<file path="src/rtl/bsg_manycore_proc_return_dispatch.sv">
// bsg_manycore_proc_return_dispatch
//
// Steers packets returned by the endpoint to one of num_dest_p response
// channels (int RF, float RF, ifetch, ...). Each channel has a small FIFO, a
// force-writeback indication, and an outstanding-request counter that feeds
// fence/idle detection and protocol error checking.
//
// Ports:
//   clk_i, reset_i          clock, asynchronous active-high reset
//   returned_*_i            returned packet from the endpoint (valid, data,
//                           register id, channel, endpoint FIFO full)
//   returned_yumi_o         returned packet consumed this cycle
//   issue_v_i/issue_dest_i  remote load issued to a channel this cycle
//   issue_ready_o           per-channel: another issue is allowed
//   resp_v_o/data/rd/force  per-channel head of buffer, packed at slice d
//   resp_yumi_i             per-channel: core consumed the head
//   outstanding_o           per-channel outstanding count, packed at slice d
//   idle_o                  all counts zero and all buffers empty
//   error_o                 sticky protocol error
module bsg_manycore_proc_return_dispatch #(
  parameter int data_width_p   = 32,
  parameter int reg_id_width_p = 5,
  parameter int num_dest_p     = 3,
  parameter int fifo_els_p     = 2,
  parameter int max_out_p      = 16,
  parameter int dest_width_lp  = (num_dest_p > 1) ? $clog2(num_dest_p) : 1,
  parameter int cnt_width_lp   = $clog2(max_out_p + 1)
) (
  input  logic                                 clk_i,
  input  logic                                 reset_i,
  input  logic                                 returned_v_i,
  input  logic [data_width_p-1:0]              returned_data_i,
  input  logic [reg_id_width_p-1:0]            returned_reg_id_i,
  input  logic [dest_width_lp-1:0]             returned_dest_i,
  input  logic                                 returned_fifo_full_i,
  output logic                                 returned_yumi_o,
  input  logic                                 issue_v_i,
  input  logic [dest_width_lp-1:0]             issue_dest_i,
  output logic [num_dest_p-1:0]                issue_ready_o,
  output logic [num_dest_p-1:0]                resp_v_o,
  output logic [num_dest_p*data_width_p-1:0]   resp_data_o,
  output logic [num_dest_p*reg_id_width_p-1:0] resp_rd_o,
  output logic [num_dest_p-1:0]                resp_force_o,
  input  logic [num_dest_p-1:0]                resp_yumi_i,
  output logic [num_dest_p*cnt_width_lp-1:0]   outstanding_o,
  output logic                                 idle_o,
  output logic                                 error_o
);

  localparam int ptr_width_lp = $clog2(fifo_els_p);
  localparam int occ_width_lp = $clog2(fifo_els_p + 1);

  logic                  ret_dest_valid;
  logic                  issue_dest_valid;
  logic                  full_sel;
  logic [num_dest_p-1:0] full_vec;
  logic [num_dest_p-1:0] busy_vec;
  logic [num_dest_p-1:0] cnt_err_vec;
  logic                  error_reg;

  // Dest values at or above num_dest_p exist only when num_dest_p is not a
  // power of two; such packets are swallowed and flagged.
  assign ret_dest_valid   = int'(returned_dest_i) < num_dest_p;
  assign issue_dest_valid = int'(issue_dest_i) < num_dest_p;

  // Channel select is resolved with a loop so an out-of-range dest never
  // indexes past full_vec.
  always_comb begin
    full_sel = 1'b0;
    for (int d = 0; d < num_dest_p; d++) begin
      if (returned_dest_i == dest_width_lp'(d)) full_sel = full_vec[d];
    end
  end

  // Acceptance looks only at registered occupancy, so a same-cycle dequeue
  // cannot open a slot in a full buffer.
  assign returned_yumi_o = returned_v_i & (~ret_dest_valid | ~full_sel);

  genvar gi;
  for (gi = 0; gi < num_dest_p; gi++) begin : g_ch
    logic [data_width_p-1:0]   data_mem [fifo_els_p];
    logic [reg_id_width_p-1:0] rd_mem   [fifo_els_p];
    logic [ptr_width_lp-1:0]   wr_ptr_reg, rd_ptr_reg;
    logic [occ_width_lp-1:0]   occ_reg;
    logic [cnt_width_lp-1:0]   cnt_reg;
    logic                      hit_ret, enq, deq, inc_req, dec_req;
    logic                      at_max, at_zero;

    assign hit_ret  = ret_dest_valid & (returned_dest_i == dest_width_lp'(gi));
    assign enq      = returned_yumi_o & hit_ret;
    assign deq      = resp_yumi_i[gi] & (occ_reg != '0);
    assign full_vec[gi] = (occ_reg == occ_width_lp'(fifo_els_p));

    // Storage has no reset: occupancy alone decides what is valid. The head
    // is read combinationally so an accepted packet is visible next cycle.
    always_ff @(posedge clk_i) begin
      if (enq) begin
        data_mem[wr_ptr_reg] <= returned_data_i;
        rd_mem[wr_ptr_reg]   <= returned_reg_id_i;
      end
    end

    always_ff @(posedge clk_i or posedge reset_i) begin
      if (reset_i) begin
        wr_ptr_reg <= '0;
        rd_ptr_reg <= '0;
        occ_reg    <= '0;
      end else begin
        if (enq) wr_ptr_reg <= (wr_ptr_reg == ptr_width_lp'(fifo_els_p - 1)) ? '0 : wr_ptr_reg + 1'b1;
        if (deq) rd_ptr_reg <= (rd_ptr_reg == ptr_width_lp'(fifo_els_p - 1)) ? '0 : rd_ptr_reg + 1'b1;
        if (enq & ~deq)      occ_reg <= occ_reg + 1'b1;
        else if (deq & ~enq) occ_reg <= occ_reg - 1'b1;
      end
    end

    // Issue and return on the same channel cancel; a lone issue at max or a
    // lone return at zero leaves the count where it is and raises an error.
    assign inc_req = issue_v_i & (issue_dest_i == dest_width_lp'(gi));
    assign dec_req = enq;
    assign at_max  = (cnt_reg == cnt_width_lp'(max_out_p));
    assign at_zero = (cnt_reg == '0);
    assign cnt_err_vec[gi] = (inc_req & ~dec_req & at_max) | (dec_req & ~inc_req & at_zero);

    always_ff @(posedge clk_i or posedge reset_i) begin
      if (reset_i) begin
        cnt_reg <= '0;
      end else if (inc_req & ~dec_req & ~at_max) begin
        cnt_reg <= cnt_reg + 1'b1;
      end else if (dec_req & ~inc_req & ~at_zero) begin
        cnt_reg <= cnt_reg - 1'b1;
      end
    end

    assign resp_v_o[gi]      = (occ_reg != '0);
    assign resp_force_o[gi]  = resp_v_o[gi] &
                               (full_vec[gi] | (returned_v_i & hit_ret & returned_fifo_full_i));
    assign issue_ready_o[gi] = ~at_max;
    assign busy_vec[gi]      = (occ_reg != '0) | ~at_zero;

    assign resp_data_o[gi*data_width_p +: data_width_p]     = data_mem[rd_ptr_reg];
    assign resp_rd_o[gi*reg_id_width_p +: reg_id_width_p]   = rd_mem[rd_ptr_reg];
    assign outstanding_o[gi*cnt_width_lp +: cnt_width_lp]   = cnt_reg;
  end

  always_ff @(posedge clk_i or posedge reset_i) begin
    if (reset_i) begin
      error_reg <= 1'b0;
    end else begin
      error_reg <= error_reg | (|cnt_err_vec)
                 | (returned_v_i & ~ret_dest_valid)
                 | (issue_v_i & ~issue_dest_valid);
    end
  end

  assign error_o = error_reg;
  assign idle_o  = ~(|busy_vec);

endmodule

</file>
<file path="config.mk">
export PLATFORM = sky130hd
export DESIGN_NAME = bsg_manycore_proc_return_dispatch
export DESIGN_NICKNAME = d
export VERILOG_FILES = /design/src/rtl/bsg_manycore_proc_return_dispatch.sv
export SDC_FILE = /design/constraint.sdc
export NUM_CORES = 1
export LEC_CHECK = 0
export CORE_MARGIN = 5
export CORE_UTILIZATION = 52
export DETAILED_ROUTE_END_ITERATION = 12
export PLACE_DENSITY_LB_ADDON = 0.15
export SLEW_MARGIN = 20
export SYNTH_ARGS = -nofsm -noshare
export SYNTH_HDL_FRONTEND = slang
export SYNTH_SLANG_ARGS = --single-unit
</file>
<file path="constraint.sdc">
create_clock -name clk_i -period 3.8 [get_ports clk_i]
set_input_delay 0.95 -clock clk_i [delete_from_list [all_inputs] [get_ports clk_i]]
set_output_delay 0.95 -clock clk_i [all_outputs]
set_load 0.01 [all_outputs]
</file>
---- Yosys cells after proc, flatten, opt, wreduce, memory -nomap -nowiden ----
Memory sizes are Yosys's and may differ from the RTL's.
Index checks and enable logic that the tools add are counted.
cells by class
  multiplexer cells ....................... 27
  add/sub/neg operators ................... 18
  multipliers ............................. 0
  eq/ne operators ......................... 10
  reduce and logical (&&, ||, !) cells .... 16
  divide/modulo/power cells ............... 0
  bitwise gates (word level) .............. 80
  $lt $le $gt $ge ......................... 2
  shift operators ......................... 0
operators by type and width
  operator                                              count
  AND 1 bit                                             48
  2-to-1 mux 5 bit                                      6
  inverter 1 bit                                        19
  nonzero test 2 bit                                    9
  adder 5 x 1 -> 5 bit (second input constant)          3
  equality test 5 bit (second input constant)           3
  zero test 5 bit                                       3
  2-to-1 mux 1 bit                                      15
  subtractor 5 x 1 -> 5 bit (second input constant)     3
  bitwise OR 1 bit                                      13
  2-to-1 mux 2 bit                                      6
  equality test 2 bit (second input constant)           5
  adder 1 bit (second input constant)                   6
  adder 2 x 1 -> 2 bit (second input constant)          3
  OR reduction 3 bit                                    2
  subtractor 2 x 1 -> 2 bit (second input constant)     3
  equality test 2 x 1 -> 1 bit (second input constant)  2
  zero test 2 bit                                       2
  less-than comparator 2 bit (second input constant)    2
word-level totals
  memories ................................ 6
  output and inout bits ................... 138
  bits in writable memories ............... 222
  memory bits (read-only) ................. 0
  bits in latches ......................... 0
  bits in registers ....................... 28
memory list
  memory            depth  bits a word  rd ports  clocked after memory_dff  write ports  RTL line  text
  g_ch[0].data_mem  2      32           1         0                         1            81        logic [data_width_p-1:0] data_mem [fifo_els_p];
  g_ch[1].data_mem  2      32           1         0                         1            81
  g_ch[2].data_mem  2      32           1         0                         1            81
  g_ch[0].rd_mem    2      5            1         0                         1            82        logic [reg_id_width_p-1:0] rd_mem [fifo_els_p];
  g_ch[1].rd_mem    2      5            1         0                         1            82
  g_ch[2].rd_mem    2      5            1         0                         1            82

---- Logic depth before layout (Yosys ltp) ----
  depth in word-level cells ............... 16
  depth in mapped cells ................... 10
  mapped depth without buffers ............ 8

---- Worst setup path before layout ----
No wires, ideal clock.
  path kind ............................... input-to-reg
  start point ............................. input returned_dest_i[0]
  end point ............................... memory g_ch[0].data_mem[0][0] (enable)
  stages .................................. 5
  path slack .............................. 0.155 ns
  required time ........................... 3.369 ns
  buffers on the path ..................... 2
  data arrival time ....................... 3.214 ns
  cells stage by stage .................... buf_6 nand2b_1 or3_1 buf_4 nor2_1
on the way
  longest elaborated chain between the ends .. 10
  elaborated cells on any way between the ends .. 15
  those cells by class .................... order compare (1); eq/ne (2); mux (5); bitwise (6); reduce/logical (1)
RTL lines
  element                                     RTL line  text
  start, declared                             34        input logic [dest_width_lp-1:0] returned_dest_i,
  zero test 2 bit                             71, 89
  2-to-1 mux 1 bit (3 in series)              71        if (returned_dest_i == dest_width_lp'(d)) full_sel = full_vec[d];
  inverter 1 bit                              77        assign returned_yumi_o = returned_v_i & (~ret_dest_valid | ~full_sel);
  bitwise OR 1 bit                            77
  AND 1 bit                                   77
  AND 1 bit (*)                               90        assign enq = returned_yumi_o & hit_ret;
  2-to-1 mux 1 bit (*)                        97        if (enq) begin
  2-to-1 mux 1 bit (implied by the code) (*)  98        data_mem[wr_ptr_reg] <= returned_data_i;
  end, declared                               81
Mark *: on every way between the ends. The rest lies on a longest branch, timed or not.

---- Final worst setup path ----
  start point ............................. register g_ch[1].cnt_reg[3]
  end point ............................... output idle_o
on the way
  longest elaborated chain between the ends .. 5
RTL lines
  element                 RTL line  text
  start, declared         85        logic [cnt_width_lp-1:0] cnt_reg;
  start signal, assigned  128       cnt_reg <= cnt_reg + 1'b1;
  start signal, assigned  130       cnt_reg <= cnt_reg - 1'b1;
  zero test 5 bit         121       assign at_zero = (cnt_reg == '0);
  inverter 1 bit          138       assign busy_vec[gi] = (occ_reg != '0) | ~at_zero;
  bitwise OR 1 bit        138
  OR reduction 3 bit      156       assign idle_o = ~(|busy_vec);
  inverter 1 bit          156
  end, declared           46        output logic idle_o,
Every way passes these cells.

==> out/results.ini <==
[global_route]
grt_pass1_wl_um=32640
grt_usage_pct=18.95
antenna_found_initial=0
grt_pass1_vias=5822
grt_overflow_total=0
grt_max_degree=38

[clock_tree]
cts_setup_buffers=0
cts_buffers=25
htree_levels=1
clockBufferDepth=3
clk_latency_ns=0.50
cts_num_sinks=250
root_buffer=clkbuf_16
cts_resized=0
postCtsHoldBufs=0
cts_tree=built
clk_pin_slew_worst_paths_ns=0.06

[final_layout]
utilization_pct=69.42
layout_commonest_cell=edfxtp_1
mostFrequentLayoutCells=222 x edfxtp_1, 186 x clkdlybuf4s50_1, 117 x mux2_2, 26 x clkbuf_16, 25 x dfrtp_1
largest_register_ffs=192
n_antenna_cell=0
fillers=1207
synthToLayoutAreaGrowth_pct=31.15
nets=813
final_layout_size_suffix_gt1_share_pct=25.46
instances_no_fill=1000

[route]
first_pass_iters=4
routed_wl_um=20790
ant_nets=0
post_drt_wl_per_cell_um=20.79
via_per_inst=5.385
drtIter0Drc=233
dr_total_vias=5385
drc=0

[critical_path]
endpoint=idle_o
crit_required_ns=2.85
cp_top_family=simple AND/OR/NAND/NOR gates
start_kind=flip-flop
cp_slowest_cell=clkdlybuf4s50_1
cp_num_buf_inv=1
rrSetupSlack_ns=1.15
arrival_ns=2.64
path_depth=5
cp_slowest_stage_delay_ns=0.58
path_max_fanout=5
worstSetupPathType=flip-flop to primary output
timing.rr.end=g_ch[2].cnt_reg[4]$_DFFE_PP0P_
endpoint_kind=primary output
r2r_start=g_ch[2].cnt_reg[0]$_DFFE_PP0P_
cp_cell_sequence=or4_1 -> nor2_1 -> nand2_1 -> nor3_1 -> clkdlybuf4s50_1
rr_worst_depth=7
crit_start=g_ch[1].cnt_reg[3]$_DFFE_PP0P_

[timing]
slew_headroom_pct=56.66
setup_slack_ns=0.2056
hold_ws_ns=0.5129
fin_skew_ns=0.008875
worstMarginPinSlew_ns=0.6442
final_hold_viol_count=0
fin_crit_ns=3.594
setup_viol=0
rsz0062_at_grt=no
setup_tns_ns=0
report.final.slew_viol_count=0
max_freq_mhz=278.2
finalCritPeriodShare_pct=94.59

[synthesis]
async_reset_ff_share_pct=11.20
ys_ff_latch=250
ys_seq_area_share_pct=74.41
synth_nets=602
syn_area_um2=9901
ys.flop_type=edfxtp_1
synthCells=537
ys_warn_count=0
synth-edff-count=222
yosys.cell_types.count=42
synth.avg_cell_area_um2=18.44

[floorplanning]
initial_core_util_pct=52.93
core-area_um2=18710
die_w_um=148.0
rows=50
chipHeight_um=148.0
design.die.area_um2=21900
num_io_pins=187

[status]
status=completed

[power]
p_leak_nw=4.484
p_per_area_nw_per_um2=690.7
ir_drop_uv=418.5

[placement]
hpwl_um=13240
routabilityCongestion=0.8311
place_ws_ns=0.3262
port_buffers=186
dp_cells=955

[hold_path]
hold_class=flip-flop to flip-flop

[job]
cap_viol_max_count=0

[routing by layer]
layer / wire length (um) / global-route usage, % / up-vias
met1: 8888 / 25.44 / 2725
met3: 1186 / 3.832 / 22
met2: 10470 / 32.52 / 151
met5: 0 / 0 / -
met4: 246 / 3.834 / 0
li1: - / - / 2487
[power breakdown]
part | internal, mW | switching [mW] | total [mW]
logic | 1.75 | 1.24 | 2.99
registers | 3.33 | 0.366 | 3.69
clock network | 1.35 | 0.940 | 2.29
total | 6.42 | 2.54 | 8.97
[how the worst min path moves through the flow]
stage	from	endpoint	cells after the start
after floorplan	g_ch[2].occ_reg[1]$_DFFE_PP0P_	g_ch[2].occ_reg[1]$_DFFE_PP0P_	1
after global placement	g_ch[2].occ_reg[1]$_DFFE_PP0P_	g_ch[2].occ_reg[1]$_DFFE_PP0P_	1
after detailed placement	g_ch[2].occ_reg[1]$_DFFE_PP0P_	g_ch[2].occ_reg[1]$_DFFE_PP0P_	1
after CTS	g_ch[2].occ_reg[1]$_DFFE_PP0P_	g_ch[2].occ_reg[1]$_DFFE_PP0P_	1
after global routing	g_ch[2].occ_reg[1]$_DFFE_PP0P_	g_ch[2].occ_reg[1]$_DFFE_PP0P_	1
final	g_ch[2].occ_reg[1]$_DFFE_PP0P_	g_ch[2].occ_reg[1]$_DFFE_PP0P_	1
[cell usage after synthesis, drive strengths merged, types with 5 or more instances]
master	instances	area share [%]
o21ai	6	0.30
xor2	11	0.97
nor3	7	0.35
nand2	21	0.80
nand3	7	0.51
a21oi	6	0.30
nand2b	7	0.44
and2	5	0.32
clkbuf	8	0.30
buf	8	0.51
edfxtp	222	67
dfrtp	28	7.1
mux2	119	14
nor2	12	0.45
ha	13	1.6
xnor2	13	1.2
inv	7	0.29
[through the flow]
step | total power [mW] | area [um2]
6_report | 8.969 | 12990
5_1_grt | 9.432 | 12990
4_1_cts | 9.086 | 12990
3_5_place_dp | 6.760 | 12200
3_3_place_gp | 6.705 | 12200
2_1_floorplan | 5.209 | 9901
[logic make-up (layout without fill, tap and decap cells)]
group                      Yosys count  in the layout  share of synthesized area [%]
adders and majority gates           16             16                          2.250
buffers and inverters               24            253                          1.150
xor gates and xnor gates            24             24                          2.123
AOI/OAI and AO/OA                   24             24                          1.681
and+or+nand+nor                     75             75                          3.892
DFF                                250            250                          74.41
muxes                              124            124                          14.50
[cell type report]
| cell class | count | area (um2) | area share, % |
|---|---|---|---|
| clock inverters | 7 | 41.29 | 0.3180 |
| multi-input cells | 263 | 2446 | 18.84 |
| flip-flops and latches | 250 | 7371 | 56.76 |
| well taps | 234 | 292.8 | 2.255 |
| clock buffers | 38 | 745.7 | 5.743 |
| repair buffers | 200 | 2054 | 15.82 |
| inverters | 8 | 33.78 | 0.2602 |
Power figures use the tool's default switching activity.
